### src/rtl/bcd_pkg.sv
// Shared types and constants for the sequential BCD adder.
package bcd_pkg;

  typedef enum logic [1:0] {
    IDLE = 2'd0,
    ADD  = 2'd1,
    DONE = 2'd2
  } state_t;

  localparam int unsigned BCD_MAX   = 9;
  localparam int unsigned BCD_RADIX = 10;

  // Active-low 7-segment codes, leftmost bit = segment a, rightmost = g.
  localparam logic [6:0] SEG_0     = 7'b0000001;
  localparam logic [6:0] SEG_1     = 7'b1001111;
  localparam logic [6:0] SEG_2     = 7'b0010010;
  localparam logic [6:0] SEG_3     = 7'b0000110;
  localparam logic [6:0] SEG_4     = 7'b1001100;
  localparam logic [6:0] SEG_5     = 7'b0100100;
  localparam logic [6:0] SEG_6     = 7'b0100000;
  localparam logic [6:0] SEG_7     = 7'b0001101;
  localparam logic [6:0] SEG_8     = 7'b0000000;
  localparam logic [6:0] SEG_9     = 7'b0000100;
  localparam logic [6:0] SEG_BLANK = 7'b1111111;

  // Map one BCD value to its segment code; non-decimal values show blank.
  function automatic logic [6:0] seg_code(input logic [3:0] v);
    case (v)
      4'd0:    seg_code = SEG_0;
      4'd1:    seg_code = SEG_1;
      4'd2:    seg_code = SEG_2;
      4'd3:    seg_code = SEG_3;
      4'd4:    seg_code = SEG_4;
      4'd5:    seg_code = SEG_5;
      4'd6:    seg_code = SEG_6;
      4'd7:    seg_code = SEG_7;
      4'd8:    seg_code = SEG_8;
      4'd9:    seg_code = SEG_9;
      default: seg_code = SEG_BLANK;
    endcase
  endfunction

endpackage

### src/rtl/bcd_digit_add.sv
// Single-digit BCD add with decimal correction and operand range check.
module bcd_digit_add
  import bcd_pkg::*;
(
  input  logic [3:0] a,
  input  logic [3:0] b,
  input  logic       ci,
  output logic [3:0] d,
  output logic       co,
  output logic       bad
);

  logic [4:0] sum;

  // Binary sum, then subtract the radix when it exceeds one decimal digit.
  always_comb begin
    sum = 5'(a) + 5'(b) + 5'(ci);
    bad = (a > 4'(BCD_MAX)) || (b > 4'(BCD_MAX));
    if (sum > 5'(BCD_MAX)) begin
      d  = 4'(sum - 5'(BCD_RADIX));
      co = 1'b1;
    end else begin
      d  = sum[3:0];
      co = 1'b0;
    end
  end

endmodule

### src/rtl/bcd_seq_adder.sv
// Digit-serial multi-digit BCD adder with start/busy/done handshake.
// Optional 7-segment output HEX when BCD_SEG_EN is defined.
module bcd_seq_adder
  import bcd_pkg::*;
#(
  parameter int unsigned DIGITS = 2
) (
  input  logic                  Clock,
  input  logic                  Reset,
  input  logic                  start,
  input  logic [4*DIGITS-1:0]   A,
  input  logic [4*DIGITS-1:0]   B,
  input  logic                  cin,
  output logic                  busy,
  output logic                  done,
  output logic [4*DIGITS-1:0]   S,
  output logic                  cout,
`ifdef BCD_SEG_EN
  output logic                  err,
  output logic [7*(DIGITS+1)-1:0] HEX
`else
  output logic                  err
`endif
);

  localparam int unsigned IW = (DIGITS > 1) ? $clog2(DIGITS) : 1;

  state_t state, state_n;

  logic [DIGITS-1:0][3:0] a_q, a_n, b_q, b_n, wres, wres_n;
  logic [IW-1:0]          idx, idx_n;
  logic                   carry, carry_n, werr, werr_n;
  logic [4*DIGITS-1:0]    s_n;
  logic                   cout_n, err_n, busy_n, done_n;

  logic [3:0] dig_d;
  logic       dig_co, dig_bad;

  bcd_digit_add u_digit (
    .a   (a_q[idx]),
    .b   (b_q[idx]),
    .ci  (carry),
    .d   (dig_d),
    .co  (dig_co),
    .bad (dig_bad)
  );

  // State register.
  always_ff @(posedge Clock) begin
    if (Reset) state <= IDLE;
    else       state <= state_n;
  end

  // Next-state and next-output logic.
  always_comb begin
    state_n = state;
    a_n     = a_q;
    b_n     = b_q;
    wres_n  = wres;
    idx_n   = idx;
    carry_n = carry;
    werr_n  = werr;
    s_n     = S;
    cout_n  = cout;
    err_n   = err;
    busy_n  = 1'b0;
    done_n  = 1'b0;
    case (state)
      IDLE: begin
        if (start) begin
          a_n     = A;
          b_n     = B;
          carry_n = cin;
          idx_n   = '0;
          werr_n  = 1'b0;
          busy_n  = 1'b1;
          state_n = ADD;
        end
      end
      ADD: begin
        wres_n[idx] = dig_d;
        carry_n     = dig_co;
        werr_n      = werr | dig_bad;
        idx_n       = idx + 1'b1;
        if (idx == IW'(DIGITS - 1)) begin
          s_n     = wres_n;
          cout_n  = dig_co;
          err_n   = werr | dig_bad;
          done_n  = 1'b1;
          state_n = DONE;
        end else begin
          busy_n  = 1'b1;
        end
      end
      DONE: state_n = IDLE;
      default: state_n = IDLE;
    endcase
  end

  // Datapath and registered outputs.
  always_ff @(posedge Clock) begin
    if (Reset) begin
      a_q   <= '0;
      b_q   <= '0;
      wres  <= '0;
      idx   <= '0;
      carry <= 1'b0;
      werr  <= 1'b0;
      S     <= '0;
      cout  <= 1'b0;
      err   <= 1'b0;
      busy  <= 1'b0;
      done  <= 1'b0;
    end else begin
      a_q   <= a_n;
      b_q   <= b_n;
      wres  <= wres_n;
      idx   <= idx_n;
      carry <= carry_n;
      werr  <= werr_n;
      S     <= s_n;
      cout  <= cout_n;
      err   <= err_n;
      busy  <= busy_n;
      done  <= done_n;
    end
  end

`ifdef BCD_SEG_EN
  // Segment decode of the registered result; everything blank on err.
  always_comb begin
    HEX = '1;
    if (!err) begin
      for (int k = 0; k < int'(DIGITS); k++) begin
        HEX[7*k +: 7] = seg_code(S[4*k +: 4]);
      end
      HEX[7*DIGITS +: 7] = seg_code({3'b000, cout});
    end
  end
`endif

endmodule

### config.mk
export PLATFORM = sky130hd
export DESIGN_NAME = bcd_seq_adder
export DESIGN_NICKNAME = d
export VERILOG_FILES = /design/src/rtl/bcd_pkg.sv /design/src/rtl/bcd_digit_add.sv /design/src/rtl/bcd_seq_adder.sv
export SDC_FILE = /design/constraint.sdc
export NUM_CORES = 1
export LEC_CHECK = 0
export ABC_AREA = 0
export BUFFER_PORTS_ARGS = -buffer_cell sky130_fd_sc_hd__buf_2
export CORE_AREA = 2 2 60 62
export CTS_CLUSTER_DIAMETER = 50
export DETAILED_ROUTE_END_ITERATION = 8
export DIE_AREA = 0 0 62 64
export PLACE_DENSITY = 0.72
export RECOVER_POWER = 50
export SLEW_MARGIN = 10
export SYNTH_ARGS = -nofsm -noshare
export SYNTH_HDL_FRONTEND = slang
export SYNTH_SLANG_ARGS = --single-unit
### constraint.sdc
create_clock -name Clock -period 5.1 [get_ports Clock]
set_input_delay 1.02 -clock Clock [delete_from_list [all_inputs] [get_ports Clock]]
set_output_delay 1.02 -clock Clock [all_outputs]
set_load 0.01 [all_outputs]
==> results_dict.tcl, run 1 <==
set metrics [dict create \
    power_switching_uw 179 \
    startpoint "idx" \
    grt_pass1_vias 1291 \
    cts.root.buffer_cell "clkbuf_4" \
    initial_core_util 0.531 \
    critical_path.startpoint_type "flip-flop" \
    hold_path_depth 2 \
    cts_buffers 5 \
    wl_per_cell_um 12.5 \
    worstSetupEndpointType "flip-flop" \
    final_cell_mix "nand2_1 (53), dfxtp_1 (37), a21oi_1 (32)" \
    r2r_cells 10 \
    syn_nets 228 \
    drtPass1Iterations 4 \
    synth_area_per_cell_um2 8.63 \
    grt-ovfl-total 0 \
    nets 254 \
    finalSetupTns_ns 0 \
    rsz0062_at_grt "no" \
    r2r_slack_ns 1.46 \
    synth_top_area_cell "dfxtp_1" \
    clock_sink_count 37 \
    violations "capacitance limit, slew limit" \
    h-tree-depth 2 \
    final_common_cell "nand2_1" \
    ant_nets 0 \
    pwr-share-comb 0.212 \
    viasPerCell 5.16 \
    whs_endpoint "S[1]" \
    io_pins 32 \
    grt.total_usage 0.196 \
    drt_iter0_drc 97 \
    ys_ff_latch 37 \
    slew_viol_final 40 \
    hold_buffers 0 \
    port_buffers 31 \
    synth_top_area_frac 0.425 \
    final.min_clock_period_ns 3.64 \
    drv_cap 1 \
    path_class "reg -> reg" \
    hp-class "reg -> reg" \
    power_frac_seq 0.539 \
    timing.hold.ws_ns 0.457 \
    tightestPinTransition_ns 1.66 \
    status "finished with violations" \
    syn_to_final_growth_pct 11.4 \
    critPathRequiredTime_ns 5.34 \
    syn-cell-area_mm2 0.00174 \
    async_reset_ff_frac 0 \
    max_slew_margin -0.103 \
    core_area_mm2 0.00328 \
    ys_top_cells_by_area "dfxtp_1 (42%), nand2_1 (11%), a21oi_1 (9.2%)" \
    slowest_delay_ns 0.66 \
    num_vias 1419 \
    grt_pass1_wl_um 5810 \
    worstHoldStart "wres[1]" \
    die_h_um 64 \
    synth_cells 202 \
    synth_edf_count 0 \
    clock_skew_ns 0.0132 \
    reg2reg_to "wres[2]" \
    p_int_uw 411 \
    insertion_delay_ns 0.34 \
    cts_setup_buffers 0 \
    synthFlopType "dfxtp_1" \
    setup_violations 0 \
    worstPathMaxFanout 15 \
    antenna_found_initial 0 \
    route.detailed.drc 0 \
    crit_chain "mux2_2 -> fa_1 -> fa_1 -> xnor2_1 -> ha_1 -> nor2b_1 -> a31o_1 -> o31ai_2 -> mux2_4 -> o31ai_1" \
    max_freq_mhz 274 \
    yosysUniqueCellTypes 42 \
    cts_resized 0 \
    gp_congestion 0.848 \
    ys_seq_area_frac 0.425 \
    grt_max_degree 40 \
    cp_common_cell "fa_1" \
    clkTransAtPathRegs_ns 0.11 \
    fill_cells 315 \
    layout-drive-gt1-share 0.205 \
    power_frac_clock 0.249 \
    ir_drop_mv 0.120 \
    clock_path_buffers 2 \
    fp.dieW_um 62 \
    slowest_stage "dfxtp_1" \
    dpl.hpwl_um 2450 \
    power_density_mw_per_mm2 304 \
    yosysWarnings 0 \
    cts_tree "built" \
    drt-total-wl_um 3450 \
    num_antenna_cells 0 \
    cp.arrival_ns 3.89 \
    p_leak_uw 0.000752 \
    hold_viol 0 \
    dieArea_mm2 0.00397 \
    finalCritPeriodShare 0.715 \
    rr_startpoint "idx" \
    switching_share 0.304 \
    fp-row-count 21 \
]
layout make-up:
cell class,instances,area (µm²),share of cell area
well taps,46,57.6,0.0296
clock buffers,6,41.3,0.0213
repair buffers,31,139,0.0715
flip-flops and latches,37,741,0.381
multi-input cells,151,946,0.487
clock inverters,2,10.0,0.00515
inverters,2,7.51,0.00387
through the flow:
step	instances	cell area, µm²	power (µW)	util	worst slack (ns)
floorplan	202	1740	421	-	1.62
global placement	267	1910	448	0.581	1.62
detailed placement	267	1910	450	0.581	1.50
CTS	275	1960	593	0.596	1.47
global route	275	1940	627	0.591	1.23
finish	275	1940	590	0.591	1.46
critical path, delay by kind of cell (launching register included):
kind / cells / cell delay, ns
fa+ha+maj: 3 / 1.10
mux: 2 / 0.75
compound gates: 3 / 0.67
simple gates: 1 / 0.15
flops: 1 / 0.66
xor+xnor: 1 / 0.20
Yosys cell counts (all sizes together) (2+ instances only):
| cell type | n |
|---|---|
| a211oi | 2 |
| a21o | 2 |
| a21oi | 34 |
| a41oi | 3 |
| buf | 4 |
| clkbuf | 8 |
| dfxtp | 37 |
| fa | 2 |
| ha | 4 |
| inv | 2 |
| mux2 | 9 |
| nand2 | 53 |
| nand2b | 2 |
| nand3 | 3 |
| nand3b | 3 |
| nor2 | 9 |
| nor3 | 2 |
| nor3b | 2 |
| nor4 | 2 |
| o311a | 2 |
| o31ai | 4 |
worst max path at each step:
stage	to	slack, ns	depth (start not counted)
global route	wres[2]	1.23	10
detailed placement	wres[2]	1.50	10
CTS	wres[2]	1.47	10
floorplan	S[6]	1.62	12
global placement	S[6]	1.62	10
finish	wres[2]	1.46	10
layer usage:
layer  vias up  global-route usage  part of all wire
met5         -                   0                 0
met1       635               0.274              0.51
met2        24               0.284              0.43
met4         0              0.0718             0.017
li1        754                   -                 -
met3         6              0.0547             0.040
flip-flops by register name, summed over array words and instances (netlist names), 2 cells and up:
signal,cells
wres,4
state,2
S,8
b_q,8
a_q,8
cells by family (layout without fill, tap and decap cells):
logic type / after synthesis / count (layout) / share of synthesized area
and+or+nand+nor: 82 / 82 / 0.221
AOI/OAI and AO/OA: 53 / 53 / 0.205
DFF: 37 / 37 / 0.425
buffers and inverters: 14 / 41 / 0.0323
muxes: 9 / 9 / 0.0603
adders and majority gates: 6 / 6 / 0.0517
xor gates and xnor gates: 1 / 1 / 0.00503
power groups by stage:
stage	clock (µW)	combinational, µW	sequential, µW
after floorplan	0	101	320
after global placement	0	124	324
after detailed placement	0	126	324
after CTS	149	126	318
after global routing	165	142	320
final	147	125	318
No activity file was read; power rests on OpenSTA's default activity.
==> inputs of run 2 (changes only) <==
- clock period: 5.1 -> 3.6 ns (I/O delays scaled with it)
==> run 2 against run 1 <==
  * The flow still finishes with violations (capacitance limit, slew limit)
  * Design area shrank 0.26%
  * Worst setup slack got worse by 1.2 ns
  * Critical path type unchanged
  * Largest cell class unchanged
  * Core utilization decreased by 0.15 points
  * Sequential power is 41% higher
  * Via count increased by 2.6%
==> results_dict.tcl, run 2 (same netlist as run 1, synthesis figures left out) <==
set metrics [dict create \
    status "finished with violations" \
    violations "capacitance limit, slew limit" \
    cp_common_cell "fa_1" \
    critical_path.startpoint_type "flip-flop" \
    slowest_delay_ns 0.43 \
    syn_to_final_growth_pct 11.1 \
    cp.arrival_ns 3.58 \
    critPathRequiredTime_ns 3.86 \
    worstPathMaxFanout 8 \
    slew_viol_final 17 \
    ir_drop_mv 0.239 \
    power_density_mw_per_mm2 430 \
    num_vias 1456 \
    final_cell_mix "nand2_1 (53), dfxtp_1 (36), a21oi_1 (32)" \
    finalPower_uw 833 \
    setup_violations 0 \
    hold_viol 0 \
    p_leak_uw 0.000746 \
    wl_per_cell_um 12.7 \
    final_common_cell "nand2_1" \
    cts_resized 0 \
    ant_nets 0 \
    grt_max_degree 40 \
    route.detailed.drc 0 \
    cts_setup_buffers 0 \
    gp_congestion 0.867 \
    initial_core_util 0.531 \
    crit_chain "mux2_2 -> fa_1 -> fa_1 -> xnor2_1 -> ha_1 -> nor2b_1 -> a31o_1 -> o31ai_2 -> mux2_4 -> o31ai_1" \
    path_class "reg -> reg" \
    grt.total_usage 0.207 \
    layout-drive-gt1-share 0.191 \
    timing.hold.ws_ns 0.457 \
    port_buffers 31 \
    clkTransAtPathRegs_ns 0.10 \
    grt_pass1_vias 1397 \
    worstSetupEndpointType "flip-flop" \
    tightestPinTransition_ns 1.64 \
    finalCritPeriodShare 0.923 \
    cts.root.buffer_cell "clkbuf_4" \
    largestRegisters "S (8), a_q (8), b_q (8)" \
    fp.dieW_um 62 \
    dpl.hpwl_um 2510 \
    cts_buffers 5 \
    max_slew_margin -0.0925 \
    drt_iter0_drc 127 \
    fill_cells 317 \
    clock_skew_ns 0.00935 \
    h-tree-depth 2 \
    max_freq_mhz 301 \
    insertion_delay_ns 0.34 \
    grt_pass1_wl_um 6110 \
    antenna_found_initial 0 \
    drv_cap 1 \
    core_area_mm2 0.00328 \
    slowest_stage "fa_1" \
    drtPass1Iterations 4 \
    io_pins 32 \
    num_antenna_cells 0 \
    drt-total-wl_um 3510 \
    die_h_um 64 \
    viasPerCell 5.28 \
    finalSetupTns_ns 0 \
    nets 255 \
    grt-ovfl-total 0 \
    final.min_clock_period_ns 3.32 \
    path_buf_inv 0 \
    clock_sink_count 37 \
    hp-class "reg -> reg" \
    dieArea_mm2 0.00397 \
    fp-row-count 21 \
    path_delay_family "adder cells" \
    rsz0062_at_grt "no" \
    hold_buffers 0 \
    cts_tree "built" \
    clock_path_buffers 2 \
]
run 2: cell types whose count changed in the layout (fill, tap and decap cells not counted), sizes merged:
cell and delta:
buf +1, clkbuf +2, clkinv -2
run 2: layout make-up:
cell class                 count  area [µm²]  share of cell area
inverter                       2        7.51             0.00388
tap                           46        57.6              0.0297
clock buffer                   8        48.8              0.0252
timing repair buffer          32         146              0.0756
sequential                    37         742               0.383
multi-input combinational    151         935               0.483
run 2: worst reg2reg max path, cell delays in order (launching register included):
cell and delay [ns]:
dfxtp_2 0.41, mux2_2 0.36, fa_1 0.43, fa_1 0.41, xnor2_1 0.20, ha_1 0.26, nor2b_1 0.15, a31o_1 0.20
o31ai_2 0.31, mux2_4 0.34, o31ai_1 0.18
run 2: report_power, final:
group	internal (µW)	switching [µW]
clock	77.8	127
combinational	75.0	105
sequential	433	15.0
total	585	247
run 2: stage by stage:
step	instances	cell area [µm²]	setup WS, ns	util
6_report	276	1940	0.278	0.590
5_1_grt	276	1940	0.0621	0.590
4_1_cts	276	1960	0.176	0.598
3_5_place_dp	268	1910	0.200	0.583
3_3_place_gp	268	1910	0.314	0.583
2_1_floorplan	202	1740	0.116	-
run 2: path summary, 6_finish.rpt:
| path | slack (ns) | end | startpoint | cells after the start |
|---|---|---|---|---|
| worst max-delay path | 0.28 | wres[2] | idx | 10 |
| worst min-delay path | 0.46 | S[1] | wres[1] | 2 |
| worst max register to register | 0.28 | wres[2] | idx | 10 |
| worst min register to register | 0.46 | S[1] | wres[1] | 2 |
run 2: metal layers:
layer | share of wire | global-route usage | vias to the layer above
li1 | - | - | 758
met1 | 0.50 | 0.274 | 670
met2 | 0.45 | 0.311 | 22
met3 | 0.034 | 0.0567 | 6
met4 | 0.020 | 0.0878 | 0
met5 | 0 | 0 | -
